==> src/rtl/spi_frame_slave.sv <==
// SPI mode-0 slave front end: turns an SPI frame (address byte, then burst data bytes) into
// register address / write-data / strobe, and shifts the selected read byte back on MISO.
module spi_frame_slave #(
  parameter int unsigned SYNC_STAGES = 2,
  parameter logic [7:0]  ADDR_FILL   = 8'h00
) (
  input  logic       clk,
  input  logic       rst_n,
  input  logic       spi_sclk,
  input  logic       spi_cs_n,
  input  logic       spi_mosi,
  output logic       spi_miso,
  output logic       spi_miso_oe,
  output logic [7:0] addr,
  output logic [7:0] mosi,
  output logic       wr_stb,
  input  logic [7:0] data,
  output logic       busy
);

  localparam int unsigned SettleW = $clog2(SYNC_STAGES + 1) + 1;

  typedef enum logic [1:0] {StIdle, StAddr, StData} state_e;

  state_e state_q, state_d;

  logic [SYNC_STAGES-1:0] sclk_sync_q, cs_sync_q, mosi_sync_q;
  logic                   sclk_prev_q, cs_prev_q;
  logic                   sclk_s, cs_s, mosi_s;
  logic                   sclk_rise, sclk_fall, cs_fall, cs_rise;

  logic [SettleW-1:0] settle_q;
  logic               settled, armed_q;

  logic [2:0] bit_cnt_q, bit_cnt_d;
  logic [7:0] rx_q, rx_d, rx_byte;
  logic [7:0] addr_q, addr_d;
  logic [7:0] mosi_q, mosi_d;
  logic       wr_stb_q, wr_stb_d;
  logic [7:0] tx_q, tx_d;
  logic       oe_q, oe_d;
  logic [1:0] ld_q, ld_d;

  assign sclk_s = sclk_sync_q[SYNC_STAGES-1];
  assign cs_s   = cs_sync_q[SYNC_STAGES-1];
  assign mosi_s = mosi_sync_q[SYNC_STAGES-1];

  assign sclk_rise = sclk_s & ~sclk_prev_q;
  assign sclk_fall = ~sclk_s & sclk_prev_q;
  assign cs_rise   = cs_s & ~cs_prev_q;
  // A CS_n already low when reset releases must not look like a fresh frame start.
  assign cs_fall   = armed_q & cs_prev_q & ~cs_s;

  assign settled = (settle_q == SettleW'(SYNC_STAGES));
  assign rx_byte = {rx_q[6:0], mosi_s};

  always_comb begin
    state_d   = state_q;
    bit_cnt_d = bit_cnt_q;
    rx_d      = rx_q;
    addr_d    = addr_q;
    mosi_d    = mosi_q;
    wr_stb_d  = 1'b0;
    tx_d      = tx_q;
    oe_d      = oe_q;
    ld_d      = {ld_q[0], 1'b0};

    // Post-write address advance; the read byte for the new address loads two clk later.
    if (wr_stb_q) begin
      addr_d  = addr_q + 8'd1;
      ld_d[0] = 1'b1;
    end
    if (ld_q[1]) begin
      tx_d = data;
    end

    unique case (state_q)
      StIdle: begin
        if (cs_fall) begin
          state_d   = StAddr;
          bit_cnt_d = 3'd0;
          tx_d      = ADDR_FILL;
          oe_d      = 1'b1;
          ld_d      = 2'b00;
        end
      end
      StAddr, StData: begin
        if (cs_rise) begin
          state_d = StIdle;
          oe_d    = 1'b0;
          ld_d    = 2'b00;
        end else if (sclk_rise) begin
          bit_cnt_d = bit_cnt_q + 3'd1;
          rx_d      = rx_byte;
          if (bit_cnt_q == 3'd7) begin
            if (state_q == StAddr) begin
              addr_d  = rx_byte;
              ld_d[0] = 1'b1;
              state_d = StData;
            end else begin
              mosi_d   = rx_byte;
              wr_stb_d = 1'b1;
            end
          end
        end else if (sclk_fall && bit_cnt_q != 3'd0) begin
          // The fall right after a byte boundary keeps the freshly loaded MSB on the pin.
          tx_d = {tx_q[6:0], 1'b0};
        end
      end
      default: state_d = StIdle;
    endcase
  end

  always_ff @(posedge clk or negedge rst_n) begin
    if (!rst_n) begin
      sclk_sync_q <= '0;
      cs_sync_q   <= '1;
      mosi_sync_q <= '0;
      sclk_prev_q <= 1'b0;
      cs_prev_q   <= 1'b1;
      settle_q    <= '0;
      armed_q     <= 1'b0;
      state_q     <= StIdle;
      bit_cnt_q   <= 3'd0;
      rx_q        <= 8'h00;
      addr_q      <= 8'h00;
      mosi_q      <= 8'h00;
      wr_stb_q    <= 1'b0;
      tx_q        <= 8'h00;
      oe_q        <= 1'b0;
      ld_q        <= 2'b00;
    end else begin
      sclk_sync_q <= {sclk_sync_q[SYNC_STAGES-2:0], spi_sclk};
      cs_sync_q   <= {cs_sync_q[SYNC_STAGES-2:0], spi_cs_n};
      mosi_sync_q <= {mosi_sync_q[SYNC_STAGES-2:0], spi_mosi};
      sclk_prev_q <= sclk_s;
      cs_prev_q   <= cs_s;
      if (!settled) begin
        settle_q <= settle_q + 1'b1;
      end
      armed_q     <= armed_q | (settled & cs_s);
      state_q     <= state_d;
      bit_cnt_q   <= bit_cnt_d;
      rx_q        <= rx_d;
      addr_q      <= addr_d;
      mosi_q      <= mosi_d;
      wr_stb_q    <= wr_stb_d;
      tx_q        <= tx_d;
      oe_q        <= oe_d;
      ld_q        <= ld_d;
    end
  end

  assign spi_miso    = tx_q[7];
  assign spi_miso_oe = oe_q;
  assign addr        = addr_q;
  assign mosi        = mosi_q;
  assign wr_stb      = wr_stb_q;
  assign busy        = (state_q != StIdle);

endmodule

==> config.mk <==
export PLATFORM = sky130hd
export DESIGN_NAME = spi_frame_slave
export DESIGN_NICKNAME = d
export VERILOG_FILES = /design/src/rtl/spi_frame_slave.sv
export SDC_FILE = /design/constraint.sdc
export NUM_CORES = 1
export LEC_CHECK = 0
export CAP_MARGIN = 20
export CORE_ASPECT_RATIO = 1.5
export CORE_MARGIN = 2
export CORE_UTILIZATION = 44
export DETAILED_ROUTE_END_ITERATION = 10
export PLACE_DENSITY = 0.67
export SYNTH_ARGS = -nofsm -noshare
export SYNTH_HDL_FRONTEND = slang
export SYNTH_SLANG_ARGS = --single-unit
==> constraint.sdc <==
create_clock -name clk -period 2.2 [get_ports clk]
set_clock_uncertainty 0.1 [all_clocks]
set_input_delay 0.22 -clock clk [delete_from_list [all_inputs] [get_ports clk]]
set_output_delay 0.22 -clock clk [all_outputs]
set_load 0.02 [all_outputs]
---- Word-level counts from Yosys, hierarchy flattened ----
Cells that the tools add are included.
W data, S select, Z words.
word-level totals
  bits in registers ....................... 52
  word-level logic and storage cells ...... 92
  input port bits ......................... 13
  output and inout port bits .............. 20
operators by class
  multiplexer cells ....................... 38
  bitwise logic cells ..................... 13
  reduce and logical (&&, ||, !) cells .... 11
  add/subtract/negate cells ............... 3
  equal/unequal tests ..................... 11
operators by type and width
  kind                   count
  $mux W8                11
  $pmux W8 S2            1
  $mux W1                13
  $mux W2                6
  $mux W3                3
  $ne A3 B3 Y1 const B   3
  $add A8 B1 Y8 const B  1
  $ne A2 B2 Y1 const B   4
  $pmux W2 S2            2
  $reduce_and A4 Y1      2
  $add A3 B1 Y3 const B  2
  $and A1 B1 Y1          6
  $not A1 Y1             6
  $pmux W3 S2            1
  $reduce_and A3 Y1      2
  $reduce_and A5 Y1      1
  $reduce_bool A2 Y1     2
  $eq A3 B2 Y1 const B   1
  $eq A3 B3 Y1 const B   1
  $reduce_bool A3 Y1     1
  $eq A2 B1 Y1 const B   1
  $eq A2 B2 Y1 const B   1
  $logic_not A2 Y1       1
  $pmux W1 S2            1
  3 further kinds        3

---- Logic depth before layout (Yosys ltp) ----
Gate-level depths: netlist of the first run.
  depth in word-level cells ............... 7
  gate-level depth with buffers ........... 7
  mapped depth without buffers ............ 6

---- Worst setup path before layout of the first run ----
Ideal clock, no wire load.
  kind .................................... register to register
  start point ............................. register state_q[0]
  end point ............................... register mosi_q[0], in the netlist mosi[0]
  slack ................................... 0.220 ns
  clock period less this slack ............ 1.980 ns
  buffers on the path ..................... 2
  arrival ................................. 1.754 ns
  library setup time ...................... 0.125 ns
  required time ........................... 1.975 ns
  cell stages (with the launch flop) ...... 8
  cells stage by stage .................... dfrtp_1 > inv_1 > ha_1 > buf_2 > nand3_4 > or3b_1 > buf_6 > mux2_4
on the way
  longest elaborated chain between the ends .. 3
  elaborated cells between the ends (all ways) .. 5
  classes of those cells .................. eq/ne (2); bitwise (1); reduce/logical (2)
RTL lines
  element                                                RTL line  source
  start: declaration                                     25        state_e state_q, state_d;
  start signal: assignment                               123       state_q <= StIdle;
  start signal: assignment                               142       state_q <= state_d;
  $eq A2 B1 Y1 / $eq A2 B2 Y1 (equally long branches)    77, 96
  $reduce_or A2 Y1 / $not A1 Y1 (equally long branches)  --
  $reduce_and A5 Y1 (no source line) *                   --
  end signal: assignment                                 146       mosi_q <= mosi_d;
  end: declaration                                       38        logic [7:0] mosi_q, mosi_d;
Mark *: on every way between the ends. The rest lies on a longest branch, timed or not.
A chain may end at the register's enable or synchronous reset.

---- Worst setup path in the final report of the first run ----
  start point ............................. register state_q[0]
  end point ............................... register mosi_q[7], in the netlist mosi[7]
The elaborated chain is that of the path after synthesis.

==> run metrics, run 1 <==
outcome=finished, final reports clean; Initial Util=45.39%; Die Ht=93.05 µm; # H-tree levels=2; vias in the first global route=1,554; final setup fails=0; port buffer count=32; maximum vdd drop=~0.46 mV; sequential cell area fraction in the yosys report=a little under three fifths; synth top area cells=dfrtp_1, mux2_4, ha_1; final core occ=55.54%; max-cap viol count=0; Overall Power=around 2300 µW; Net Sw Frac=31.51%; GR Layer Usage met1=between 10% and 20%; fin crit share=between 90% and 100%; die area=0.005896 mm²; total track usage=~15%; fin crit period=roughly 2100 ps; IO Pins=33; Comb power frac=between 20% and 30%; first-pass GRT wire length=slightly above 7000 µm; largest net degree at the start of global routing=20; core region area=between 0.005 and 0.006 mm²; GR Overflow Total=0; Detailed Routing Iterations Pass 1=4; crit path max fanout=9; initial antenna violation count=0; top-area cell type share of the netlist area=between 50 and 60%; syn nets=~210; PwrDens=~800 mW/mm²; synthesis-stage register bit count=52; gr busiest metal=met2; area grow syn2layout=22.38%; most frequent cells in the layout=dfrtp_1, clkdlybuf4s50_1, nor2_1, a21oi_1, inv_1; Hold Path Class=in -> reg; drt total wl=approximately 4000 µm; share of cells above drive strength 1=between 10% and 20%; CP Launch Type=register; synthesized area=~0.0023 mm²; Clock Pin Slew Worst Setup and Hold Paths=90 ps; Mean Syn Cell Area=12.51 µm²; setup TNS=0 ps; XOR/XNOR Fraction of Synth Area=3.012%; post-route ant nets=0; Final Max Tran Viols=0; Clock Tree Root=clkbuf_8; Synth Area in Compound Gates=a little over a tenth; Ant. Diodes=0; DRT iter0 DRCs=50; Critical Path RT=between 2000 and 2500 ps; clock tree buffer depth=2; total number of vias=1,489; Fin. Hold Viols=0; multiplexer share of the synthesized area=between 10% and 20%; area leader, netlist=dfrtp_1; NetSw=737.2 µW; Area after DPL=about 0.0027 mm²; Leak=between 0.001 and 0.0015 µW; Least-Margin Pin Slew=~530 ps; fmax=approximately 490 MHz; slew margin rel.=64.54%; residual DRC count=0; Total Nets Final=roughly 250; chip width=around 63 µm; global routing usage on met2=a little over a quarter; RePlAce Congestion=0.8234; CTS tree=built; synth warn=0; Cell Int Power=between 1500 and 2000 µW; CP endpoint kind=register; post-synthesis cell type count=38; met3 Use GR=about 2%; Avg WL per Cell=13.71 µm; Seq pwr share=between 50% and 60%; RSZ-0062 raised after global routing=false; hold_ws=217.2 ps; Post-Synth Simple-Gate Area=between 9 and 10%; worst setup path category=reg -> reg; Clock power frac=22.3%; Synth Area in Adders=4.841%; clk_lat worst skew=roughly 300 ps; vias per cell=5.030; largest family of logic cells by synthesized area=multiplexers; Clock Sinks=52; critical path arrival=between 2000 and 2500 ps; post-route cell area=0.002846 mm²; most common cell after layout, fill and taps aside=dfrtp_1; CTS Buf Count=5; Core Rows=32; DP HPWL=3087 µm; Synth Instances=~190
[path summary, 6_finish.rpt]
path / slack (ps) / depth (start not counted) / end / from
worst max-delay path: 150 / 5 / mosi[7] / state_q[0]
worst min-delay path: 220 / 1 / cs_sync_q[0] / spi_cs_n
worst max register to register: 150 / 5 / mosi[7] / state_q[0]
worst min register to register: 260 / 0 / mosi_sync_q[1] / mosi_sync_q[0]
max in group asynchronous: 1070 / 3 / cs_prev_q / rst_n
min in group asynchronous: 270 / 2 / addr[6] / rst_n
[sequential cells by signal, summed over array words and instances, names as in the netlist, 2 cells and up]
signal,flops
addr,8
bit_cnt_q,3
cs_sync_q,2
ld_q,2
mosi,8
mosi_sync_q,2
rx_q,7
sclk_sync_q,2
settle_q,3
state_q,2
tx_q,8
[synthesized netlist by cell type]
cell	number
nor2b_4	1
xnor2_1	4
nand2b_1	4
a21oi_1	13
and2_1	1
or3b_1	1
nand4_1	4
dfstp_2	3
buf_6	2
a22oi_1	2
xor2_1	4
ha_1	9
nor2_1	13
a21boi_1	1
clkbuf_1	2
buf_1	1
a22o_1	1
mux2_4	8
mux2_2	7
and3_1	1
o22ai_1	2
a21boi_0	2
a221o_1	1
nand3b_1	1
mux2i_1	10
o2bb2ai_1	8
o21ai_0	4
nand2_1	7
nor2b_1	1
nor3_1	2
buf_2	1
a21o_1	1
a2bb2oi_1	1
inv_1	11
a221oi_1	1
dfrtp_1	49
nand4b_1	1
nand3_4	1
[metrics by stage]
stage / cells / worst slack, ps
after floorplan: 186 / 220.4
after global placement: 287 / 166.0
after detailed placement: 287 / 157.7
after CTS: 296 / 71.03
after global routing: 296 / 63.34
final: 296 / 147.8
[power groups by stage]
| stage | clock (µW) | sequential (µW) | combinational (µW) |
|---|---|---|---|
| after floorplan | 0 | 1220 | 361 |
| after detailed placement | 0 | 1230 | 610 |
| after global placement | 0 | 1220 | 601 |
| after CTS | 552 | 1210 | 616 |
| final | 522 | 1210 | 607 |
| after global routing | 578 | 1230 | 682 |
[area by class of cell]
| cell class | instances | area (µm²) |
|---|---|---|
| fill | 492 | 2278 |
| sequential | 52 | 1305 |
| multi-input combinational | 117 | 945.9 |
| timing repair buffer | 40 | 380.4 |
| tap | 68 | 85.08 |
| clock buffer | 6 | 72.57 |
| inverter | 11 | 41.29 |
| clock inverter | 2 | 16.27 |
[worst max-delay path, cell delays in order, from the launching register on]
cell and delay, ps:
dfrtp_1 390, inv_1 70, ha_1 330, nand3_4 70
or3b_1 600, mux2_4 380
[repair_timing]
action,in CTS,in global routing
resized for setup,0,2
buffers inserted,0,0
hold buffers,1,0
endpoints found under the hold margin,16,0
endpoints found under the setup margin,0,8
[layer usage]
| layer | up-vias | wire length [µm] |
|---|---|---|
| li1 | 732 | - |
| met1 | 736 | 1816 |
| met2 | 19 | 2105 |
| met3 | 2 | 92 |
| met4 | 0 | 45 |
| met5 | - | 0 |
[cell families after synthesis]
group / after synthesis
adders and majority gates: 9
muxes: 25
DFF: 52
and+or+nand+nor: 38
xor gates and xnor gates: 8
buffers and inverters: 17
AOI/OAI and AO/OA: 37
Power figures use the tool's default switching activity.
==> run 2: changes to the inputs <==
- CORE_MARGIN: 2 -> not set
==> run metrics, run 2 (synthesis gave the netlist of run 1 again) <==
area of the multi-input gates=948.4 µm² (+0.26%); NetSw=727.9 µW (-1.3%); CTS tree=built; crit-path leading delay family=buffers and inverters; Crit path largest cell delay=630 ps (+30 ps); maximum vdd drop=0.5507 mV (+21%); most frequent cells in the layout=dfrtp_1, clkdlybuf4s50_1, nor2_1, a21oi_1, inv_1; Avg WL per Cell=13.84 µm (+0.93%); CP Launch Type=register; Overall Power=2363 µW (+1.0%); fmax=472.6 MHz (-3.0%); FF/Latch Area=0.001305 mm² (unchanged); critical path arrival=1800 ps (-340 ps); Clock Sinks=52 (unchanged); Clock Pin Slew Worst Setup and Hold Paths=80 ps (about the same); reg2reg end=mosi[5]; # H-tree levels=2 (unchanged); most frequent CP cell=inv_1; crit path max-delay cell type=clkdlybuf4s50_1; post-CTS setup buffers=0 (unchanged); chip width=61.37 µm (-3.2%); clk_lat worst skew=300 ps (about the same); total track usage=16.49% (+1.1 points); beginning of the worst register-to-register path=state_q[0]; PwrDens=827.4 mW/mm² (+0.67%); total number of vias=1,495 (+0.40%); setup TNS=0 ps (unchanged); crit path max fanout=6 (-3); clock tree buffer depth=2 (unchanged); Hold Crit Start=spi_cs_n; Final Max Tran Viols=0 (unchanged); fin crit share=96.19% (+2.9 points); Clock power frac=23.0% (+0.7 points); max-cap viol count=0 (unchanged); Least-Margin Pin Slew=591.9 ps (+60.00 ps); CP endpoint kind=output port; Ant. Diodes=0 (unchanged); Hold Path End=cs_sync_q[0]; worst setup path category=reg -> out; vias in the first global route=1,547 (-0.45%); Initial Util=45.39% (unchanged); Seq pwr share=51.0% (-0.7 points); CP startpoint=state_q[0]; reg-to-reg slack, setup=290 ps (+140 ps); Leak=0.001298 µW (-0.38%); Core Rows=32 (unchanged); Detailed Routing Iterations Pass 1=4 (unchanged); Cell Int Power=1635 µW (+2.1%); Total Nets Final=248 (-0.40%); RePlAce Congestion=0.7970 (-3.2%); core region area=0.005125 mm² (unchanged); residual DRC count=0 (unchanged); Comb power frac=25.9% (about the same); final setup fails=0 (unchanged); outcome=finished, final reports clean; die area=0.005587 mm² (-5.2%); GR Overflow Total=0 (unchanged); worst path bufs/invs=3 (+2); area grow syn2layout=22.81%; Hold Path Class=in -> reg; Clock Tree Root=clkbuf_8; post-route ant nets=0 (unchanged); fillcell total=472 (-4.1%); largest net degree at the start of global routing=28 (+40%); slew margin rel.=60.54% (-4.0 points); initial antenna violation count=0 (unchanged); IO Pins=33 (unchanged); port buffer count=32 (unchanged); CTS Buf Count=5 (unchanged); most common cell after layout, fill and taps aside=dfrtp_1; Net Sw Frac=30.80% (-0.71 points); drt total wl=4083 µm (+0.59%); RSZ-0062 raised after global routing=false; Worst Hold Depth=1 (unchanged); Die Ht=91.05 µm (-2.1%); Reg2Reg Depth=5 (unchanged); Fin. Hold Viols=0 (unchanged); first-pass GRT wire length=6927 µm (-2.5%); fin crit period=2116 ps (+64.00 ps); crit path cell chain=inv_1 -> ha_1 -> inv_1 -> clkdlybuf4s50_1; DRT iter0 DRCs=40 (-20%); vias per cell=5.068 (+0.74%); Critical Path RT=1880 ps (-410 ps); share of cells above drive strength 1=15.86% (+0.070 points); DP HPWL=2957 µm (-4.2%)
## run 2: per-layer routing
metal	track usage (%)	vias to the layer above	share of wire, %
li1	-	731	-
met1	21.43	734	45
met2	26.81	28	51
met3	3.989	2	3.5
met4	4.815	0	0.81
met5	0	-	0
## run 2: metrics by stage
step                cells  hold WS, ps  util (%)  area (µm²)  worst slack, ps
floorplan             186       -175.6         -        2326            220.4
detailed placement    286        160.9     53.56        2745            129.2
finish                295        227.0     55.74        2856            83.84
global placement      286        161.2     53.56        2745            146.3
global route          295        222.1     55.74        2856            37.13
CTS                   295        218.7     55.59        2849            77.52
## run 2: layout make-up
cell class	count	share of cell area, %
Clock buffer	7	3.022
Clock inverter	1	0.2628
Inverter	11	1.445
Multi-Input combinational cell	117	33.20
Sequential cell	52	45.69
Tap cell	68	2.979
Timing Repair Buffer	39	13.40
## run 2: worst max path at each step
stage               to  slack, ps  depth (start not counted)
3_3_place_gp   mosi[5]        150                          5
3_5_place_dp   mosi[6]        130                          5
4_1_cts           busy         80                          4
2_1_floorplan  mosi[0]        220                          7
5_1_grt           busy         40                          4
6_report          busy         80                          4
## run 2: repair_timing
| item | 4_1_cts | 5_1_grt |
|---|---|---|
| hold endpoints to repair | 22 | 0 |
| setup endpoints to repair | 0 | 9 |
| hold buffers | 1 | 0 |
| gates resized for setup | 0 | 2 |
## run 2: power by group through the flow
| stage | combinational [µW] | clock (µW) | sequential (µW) |
|---|---|---|---|
| floorplan | 361 | 0 | 1220 |
| global placement | 603 | 0 | 1220 |
| detailed placement | 606 | 0 | 1230 |
| CTS | 614 | 566 | 1210 |
| global route | 667 | 599 | 1230 |
| finish | 612 | 544 | 1210 |
==> run 3: changes to the inputs <==
- ABC_AREA: not set -> 1
- PLACE_DENSITY: 0.67 -> 0.66
==> run metrics, run 3 <==
clk_lat worst skew=310 ps (about the same); IO Pins=33 (unchanged); Post-synth EDFFs=0 (unchanged); synth warn=0 (unchanged); Post-Synth Simple-Gate Area=19.66% (+11 points); RSZ-0062 raised after global routing=false; vias per cell=4.702 (-7.2%); fmax=494.2 MHz (+4.6%); Area after DPL=0.002808 mm² (+2.3%); drt total wl=4188 µm (+2.6%); residual DRC count=0 (unchanged); synth top area cells=dfrtp_1, nand2_1, inv_1; setup TNS=0 ps (unchanged); most common cell after layout, fill and taps aside=nand2_1; DP HPWL=3007 µm (+1.7%); most frequent CP cell=inv_1; fillcell total=476 (+0.85%); area grow syn2layout=19.71%; slew margin rel.=71.78% (+11 points); largest family of logic cells by synthesized area=simple AND/OR/NAND/NOR gates; synthesized area=0.002431 mm² (+4.5%); largest net degree at the start of global routing=34 (+21%); Avg WL per Cell=11.67 µm (-16%); synthesis-stage register bit count=52 (unchanged); DRT iter0 DRCs=120 (+200%); post-synthesis cell type count=35 (-7.9%); Synth Instances=253 (+36%); crit path max fanout=4 (-2); vias in the first global route=1,561 (+0.90%); final worst setup slack=176.6 ps (+92.75 ps); critical path arrival=1700 ps (-100 ps); most frequent cell after synthesis=nand2_1; Detailed Routing Iterations Pass 1=6 (+2); area leader, netlist=dfrtp_1; Total Nets Final=312 (+26%); outcome=finished, final reports clean; async set-reset flop share out of synthesis=100.0% (unchanged); die area=0.005832 mm² (+4.4%); max-cap viol count=0 (unchanged); RePlAce Congestion=0.8350 (+4.8%); post-route cell area=0.002910 mm² (+1.9%); # H-tree levels=2 (unchanged); top-area cell type share of the netlist area=50.44% (-2.3 points); Hold Path Class=in -> reg; crit path max-delay cell type=clkdlybuf4s50_1; crit path cell chain=inv_1 -> ha_1 -> inv_1 -> clkdlybuf4s50_1; CP endpoint kind=output port; Leak=0.001491 µW (+15%); Fin. Hold Viols=0 (unchanged); Initial Util=46.35% (+0.96 points); most frequent cells in the layout=nand2_1, dfrtp_1, inv_1, clkdlybuf4s50_1, o21ai_0; Ant. Diodes=0 (unchanged); Synth Area in Compound Gates=10.09% (-0.62 points); share of cells above drive strength 1=14.78% (-1.1 points); Clock Tree Root=clkbuf_8; Core Rows=32 (unchanged); port buffer count=32 (unchanged); maximum vdd drop=0.4522 mV (-18%); Die Ht=93.04 µm (+2.2%); CTS tree=built; post-route ant nets=0 (unchanged); final setup fails=0 (unchanged); syn nets=275 (+32%); top cells by count, synth=nand2_1, dfrtp_1, inv_1; Critical Path RT=1880 ps (about the same); sequential cell area fraction in the yosys report=53.68% (-2.4 points); worst setup path category=reg -> out; Clock Sinks=52 (unchanged); CP Launch Type=register; PwrDens=825.1 mW/mm² (-0.28%); top_reg_cell synth=dfrtp_1; Synth Area in Adders=4.632% (-0.21 points); total track usage=16.02% (-0.47 points); initial antenna violation count=0 (unchanged); Crit path largest cell delay=600 ps (-30 ps); clock tree buffer depth=2 (unchanged); multiplexer share of the synthesized area=3.654% (-9.2 points); Clock Pin Slew Worst Setup and Hold Paths=80 ps (about the same); total number of vias=1,688 (+13%); first-pass GRT wire length=7238 µm (+4.5%); Mean Syn Cell Area=9.609 µm² (-23%); pre-CTS setup slack=287.3 ps (+158.0 ps); post_cts resized=0 (unchanged); fin crit period=2023 ps (-92.75 ps); GR Overflow Total=0 (unchanged); CTS Buf Count=5 (unchanged); Final Max Tran Viols=0 (unchanged); XOR/XNOR Fraction of Synth Area=1.441% (-1.6 points); core region area=0.005245 mm² (+2.3%); chip width=62.69 µm (+2.2%); Least-Margin Pin Slew=423.2 ps (-168.7 ps); reg-to-reg slack, setup=260 ps (-30 ps); fin crit share=91.97% (-4.2 points)
[run 3: where the power goes]
part	switching (µW)	internal, µW
combinational	470	235
clock	304	252
sequential	76.5	1060
total	851	1550
[run 3: final cells by class]
class / count / area (µm²) / share of cell area (%)
Sequential cell: 52 / 1305 / 44.84
Multi-Input combinational cell: 162 / 959.7 / 32.98
Timing Repair Buffer: 35 / 340.3 / 11.69
Inverter: 34 / 127.6 / 4.385
Tap cell: 68 / 85.08 / 2.923
Clock buffer: 6 / 82.58 / 2.837
Clock inverter: 2 / 10.01 / 0.3439
[run 3: layer usage]
layer  vias to the layer above  part of all wire (%)  global-route usage [%]
li1                        877                     -                       -
met1                       777                    48                   20.53
met2                        30                    48                   26.00
met3                         4                   3.4                   3.415
met4                         0                   1.2                   6.977
met5                         -                     0                       0
[run 3: what timing repair did]
| item | in CTS | in global routing |
|---|---|---|
| endpoints found under the hold margin | 49 | 0 |
| hold buffers | 1 | 0 |
| buffers inserted | 0 | 0 |
[run 3: worst max-delay path, delay by kind of cell (launching register included)]
kind / cells / cell delay, ps
adder cells (fa/ha/maj): 1 / 240
buffers and inverters: 3 / 760
flip-flops: 1 / 400
[run 3: path summary, 6_finish.rpt]
kind / start / end / depth (start not counted)
hold / removal: spi_cs_n / cs_sync_q[0] / 1
setup reg to reg: state_q[0] / mosi[4] / 7
hold reg to reg: sclk_sync_q[0] / sclk_sync_q[1] / 0
min in group asynchronous: rst_n / tx_q[3] / 3
setup / recovery: state_q[0] / busy / 4
max in group asynchronous: rst_n / rx_q[4] / 3
[run 3: cells by family (layout without fill, tap and decap cells)]
| family | count (synthesis) | after routing |
|---|---|---|
| buffers and inverters | 39 | 77 |
| AO/OA/AOI/OAI | 40 | 40 |
| multiplexers | 8 | 8 |
| XOR/XNOR | 4 | 4 |
| flip-flops | 52 | 52 |
| AND/OR/NAND/NOR | 101 | 101 |
| adder cells (fa/ha/maj) | 9 | 9 |
[run 3: per-stage QoR]
step	hold slack, ps	cells	power, µW	utilization (%)
6_report	221.1	359	2401	55.49
5_1_grt	222.6	359	2583	55.49
4_1_cts	209.3	359	2438	55.49
3_5_place_dp	107.9	350	1868	53.53
3_3_place_gp	102.7	350	1856	53.53
2_1_floorplan	-175.6	253	1660	-
==> patch 1, RTL diff (flow settings as in run 2) <==
Take the reset off `addr_q` and load it in a clocked block of its own.
--- a/src/rtl/spi_frame_slave.sv
+++ b/src/rtl/spi_frame_slave.sv
@@ -124,5 +124,4 @@
       bit_cnt_q   <= 3'd0;
       rx_q        <= 8'h00;
-      addr_q      <= 8'h00;
       mosi_q      <= 8'h00;
       wr_stb_q    <= 1'b0;
@@ -143,5 +142,4 @@
       bit_cnt_q   <= bit_cnt_d;
       rx_q        <= rx_d;
-      addr_q      <= addr_d;
       mosi_q      <= mosi_d;
       wr_stb_q    <= wr_stb_d;
@@ -150,4 +148,8 @@
       ld_q        <= ld_d;
     end
+  end
+
+  always_ff @(posedge clk) begin
+    addr_q <= addr_d;
   end
 
Formal check against the unedited RTL: no difference found for any inputs over 10 cycles, from zero or initial values and one cycle with rst_n low; that may be too few to reach the edited logic, so the function may still have changed.
==> patch 1 against run 2 <==
First-iteration DRC count decreased by 33%; sequential cell count unchanged; total power decreased by 0.54%; setup slack improved by 0.0099 ns; non-clock buffer count increased by 2; routed wire length decreased by 2.8%; cell area decreased by 1.7%; synthesized area decreased by 1.7%; global-route usage increased by 0.23 points; largest power group unchanged.
==> patch 1: results (changes against run 2) <==
* Commonest cells post-synth: 41 x dfrtp_1, 13 x a21oi_1, 13 x nor2_1
* DPL Wire Length at 2920 um (-1.3%)
* Maximum vdd ir drop at 0.000482 V (-12%)
* Fill cells at 432 (-8.5%)
* First-pass GRT wire length at 6960 um (+0.51%)
* Ys async rst share at 84.6% (-15 points)
* Share of post-route cells with drive strength above 1 at 16.2% (+0.30 points)
* Area after DPL at 2710 um2 (-1.5%)
* CTS root buf: clkbuf_8
* Clock slew at reported path FFs at 0.10 ns (+0.02 ns)
* Synth warnings at 0 (unchanged)
* Worst R2R Setup Slack at 0.14 ns (-0.15 ns)
* Worst-Margin Slew at 0.633 ns (+0.0411 ns)
* Total track usage at 16.7% (+0.23 points)
* Via density at 5.08 (+0.27%)
* Worst hold slack at 0.218 ns (-0.00916 ns)
* Top cells by area, synth: dfrtp_1 45%, dfxtp_1 7.0%, mux2_4 5.3%
* Placer Congestion at 0.785 (-1.5%)
* Number of global-route vias before repair at 1609 (+4.0%)
* Pin count of the biggest net entering global routing at 30 (+7.1%)
* Routed WL at 3970 um (-2.8%)
* Synth cell types at 39 (+2.6%)
* Critical path fanouts, max at 6 (unchanged)
* Outcome: finished, final reports clean
* Final net count at 250 (+0.81%)
-- patch 1: cell count changes after synthesis, sizes merged --
| cell | delta |
|---|---|
| dfxtp | +8 |
| dfrtp | -8 |
-- patch 1: final cells by class --
cell class	count	share of cell area [%]
Clock buffer	5	2.45
Clock inverter	3	0.847
Inverter	11	1.47
Multi-Input combinational cell	117	33.5
Sequential cell	52	45.1
Tap cell	66	2.94
Timing Repair Buffer	41	13.7
-- patch 1: worst max-delay path, stage by stage, from the launching register on --
cell             delay [ns]
dfrtp_1                0.39
inv_1                  0.07
ha_1                   0.25
inv_1                  0.15
clkdlybuf4s50_1        0.62
-- patch 1: kinds of logic after synthesis --
family,count (synthesis),share of synthesized area [%]
AND/OR/NAND/NOR,38,9.20
adder cells (fa/ha/maj),9,4.93
multiplexers,25,13.1
XOR/XNOR,8,3.06
AO/OA/AOI/OAI,37,10.9
buffers and inverters,17,3.50
flip-flops,52,55.3
-- patch 1: how the worst max path moves through the flow --
stage                     slack, ns  startpoint  depth (start not counted)  endpoint
after CTS                      0.08  state_q[0]                          4      busy
after floorplan                0.22  state_q[0]                          7   mosi[0]
after global routing           0.02  state_q[0]                          4      busy
after global placement         0.21  state_q[0]                          5   mosi[5]
after detailed placement       0.14  state_q[0]                          5   mosi[0]
final                          0.09  state_q[0]                          4      busy
-- patch 1: timing repair --
action | in CTS | in global routing
hold buffers | 1 | 0
buffers inserted | 0 | 0
hold endpoints to repair | 27 | 0
-- patch 1: per-layer routing --
metal	track usage [%]	vias to the layer above	routed length, um
met1	21.2	728	1720
li1	-	739	-
met4	6.06	0	68
met2	27.3	26	2040
met5	0	-	0
met3	3.72	6	151
-- patch 1: report_power, final --
part / internal [W] / total [W] / leakage, nW / switching, W
combinational: 0.000292 / 0.000607 / 0.579 / 0.000315
sequential: 0.00108 / 0.00120 / 0.629 / 0.000117
clock: 0.000226 / 0.000542 / 0.0404 / 0.000317
total: 0.00160 / 0.00235 / 1.25 / 0.000749
-- patch 1: stage by stage --
stage	utilization (%)	power, W	worst slack [ns]
final	57.0	0.00235	0.0937
after global routing	57.0	0.00250	0.0210
after CTS	57.0	0.00238	0.0761
after detailed placement	54.9	0.00183	0.135
after global placement	54.9	0.00182	0.208
after floorplan	-	0.00158	0.220
==> patch 2, RTL diff (settings of run 2) <==
Without the edit above. Change the parameter `SYNC_STAGES` from 2 to 4.
--- a/src/rtl/spi_frame_slave.sv
+++ b/src/rtl/spi_frame_slave.sv
@@ -2,5 +2,5 @@
 // register address / write-data / strobe, and shifts the selected read byte back on MISO.
 module spi_frame_slave #(
-  parameter int unsigned SYNC_STAGES = 2,
+  parameter int unsigned SYNC_STAGES = 4,
   parameter logic [7:0]  ADDR_FILL   = 8'h00
 ) (
Function: changed (a bounded check fails within 10 cycles, from zero or initial values and one cycle with rst_n low).
==> patch 2 against run 2 <==
Sequential cell count up 7; sequential power is 22% higher; highest routed layer unchanged; cell area is 13% higher; routed wire length is 15% higher; largest cell class unchanged; total power rose by 48%; critical path depth increased by 1; setup slack better by 0.089 ns; synthesized area up 12%; die area grew 12%; maximum frequency rose by 4.4%.
==> patch 2: results (changes against run 2) <==
* TritonCTS buffer count at 9 (+4)
* Outcome: finished, final reports clean
* Top cells by area, synth: dfrtp_1 52%, mux2_2 9.5%, dfstp_2 5.0%
* Hold_sp: spi_cs_n
* Critical path fanouts, max at 9 (+3)
* Final net count at 281 (+13%)
* R2R cell count at 5 (unchanged)
* Worst R2R Setup Slack at 0.17 ns (-0.12 ns)
* Maximum vdd ir drop at 0.000536 V (-2.6%)
* Worst-Margin Slew at 0.543 ns (-0.0490 ns)
* Total track usage at 17.6% (+1.1 points)
* DR vias at 1713 (+15%)
* First DRT Iteration DRCs at 87 (+120%)
* First-pass GRT wire length at 7950 um (+15%)
* Met1 usage at 20.7% (-0.69 points)
* # diodes at 0 (unchanged)
* Launch point of the worst path: state_q[0]
* Clock slew at reported path FFs at 0.06 ns (-0.02 ns)
* Synth cell types at 40 (+5.3%)
* CTS root buf: clkbuf_8
* Reg2reg end: mosi[3]
* Hold Crit Depth at 1 (unchanged)
* H-tree depth reported by CTS at 3 (+1)
* CP max stage cell: ha_1
* DPL Wire Length at 3210 um (+8.7%)
* Syn_nets at 241 (+16%)
* Worst Hold End: cs_sync_q[0]
* HP Class: in2reg
* Initial antenna violation count at 0 (unchanged)
* Placed Cells at 319 (+12%)
* Avg WL per Cell at 14.0 um (+1.1%)
* Pin count of the biggest net entering global routing at 38 (+36%)
* P_leak at 1.46 nW (+13%)
* Post-synth top flop: dfrtp_1
* Placer Congestion at 0.775 (-2.7%)
* Critical Path AT at 2.15 ns (+0.35 ns)
* Post-Layout Cell Count at 336 (+14%)
* Cell count after synthesis at 219 (+18%)
* Pre-antenna DRT Iters at 4 (unchanged)
* Switch share at 30.8% (about the same)
* Commonest cells post-synth: 54 x dfrtp_1, 32 x nand2_1, 22 x mux2_2
* Maximum clock path buffer count at 2 (unchanged)
* Routing usage on met3 at 5.33% (+1.3 points)
* Register area share after synthesis at 56.8% (+0.73 points)
* Setup TNS at 0 ns (unchanged)
* Share of post-route cells with drive strength above 1 at 20.8% (+5.0 points)
* Grt met2 use at 27.7% (+0.88 points)
* Post-CTS Setup Inserts at 0 (unchanged)
* Skew-Pair Late Insertion Delay at 0.34 ns (+0.04 ns)
* Synth warnings at 0 (unchanged)
* Ys async rst share at 100% (unchanged)
* Port Buffers at 32 (unchanged)
* Max stage delay on crit path at 0.44 ns (-0.19 ns)
## patch 2: cell types whose count changed after synthesis, sizes merged, moves of 3 or more
cell,change
mux2,+7
nand2,+26
o221ai,+10
o21a,+3
nand3,+6
nor2,-3
o2bb2ai,-8
dfrtp,+5
buf,+4
mux2i,-8
## patch 2: cell families after synthesis
group / count (synthesis) / synth area share [%]
multiplexers: 24 / 10.3
adder cells (fa/ha/maj): 9 / 4.32
AND/OR/NAND/NOR: 67 / 13.3
AO/OA/AOI/OAI: 34 / 9.06
buffers and inverters: 18 / 3.55
XOR/XNOR: 8 / 2.69
flip-flops: 59 / 56.8
## patch 2: how the worst max path moves through the flow
stage	end	slack, ns	cells after the start
floorplan	mosi[0]	0.45	5
global placement	mosi[4]	0.23	5
detailed placement	mosi[3]	0.17	5
CTS	busy	0.07	4
global route	mosi[7]	0.01	5
finish	mosi[3]	0.17	5
## patch 2: area by class of cell
cell class,instances,area [um2]
Inverter,10,37.5
Clock inverter,1,30.0
Timing Repair Buffer,37,370
Multi-Input combinational cell,142,1030
Sequential cell,59,1480
Clock buffer,15,186
Tap cell,72,90.1
Fill cell,518,2510
## patch 2: worst max-delay path, delay by kind of cell (launching register included)
| family | cells | cell delay (ns) |
|---|---|---|
| and+or+nand+nor | 2 | 0.51 |
| adders and majority gates | 1 | 0.44 |
| DFF | 1 | 0.41 |
| muxes | 1 | 0.39 |
| buffers and inverters | 1 | 0.06 |
## patch 2: stage by stage
step	power, W	worst slack (ns)	instance area, um2	hold slack, ns	utilization, %
floorplan	0.00211	0.448	2610	-0.176	-
global placement	0.00245	0.230	3000	0.133	52.3
detailed placement	0.00248	0.166	3000	0.139	52.3
CTS	0.00354	0.0672	3230	0.171	56.2
global route	0.00372	0.0140	3230	0.175	56.3
finish	0.00350	0.173	3230	0.189	56.3
## patch 2: what timing repair did
item | 4_1_cts | 5_1_grt
endpoints found under the hold margin | 17 | 0
hold buffers | 1 | 0
setup endpoints to repair | 0 | 1
gates resized for setup | 0 | 1
## patch 2: metal layers
layer / share of wire [%] / vias up
met5: 0 / -
met1: 43 / 831
met4: 2.6 / 0
met2: 51 / 30
li1: - / 843
met3: 3.7 / 9
## patch 2: power groups by stage
stage	logic, W	clock network (W)	registers (W)
global placement	0.000959	0	0.00149
CTS	0.000993	0.00106	0.00148
global route	0.00109	0.00111	0.00152
detailed placement	0.000984	0	0.00150
floorplan	0.000580	0	0.00153
finish	0.000977	0.00104	0.00148
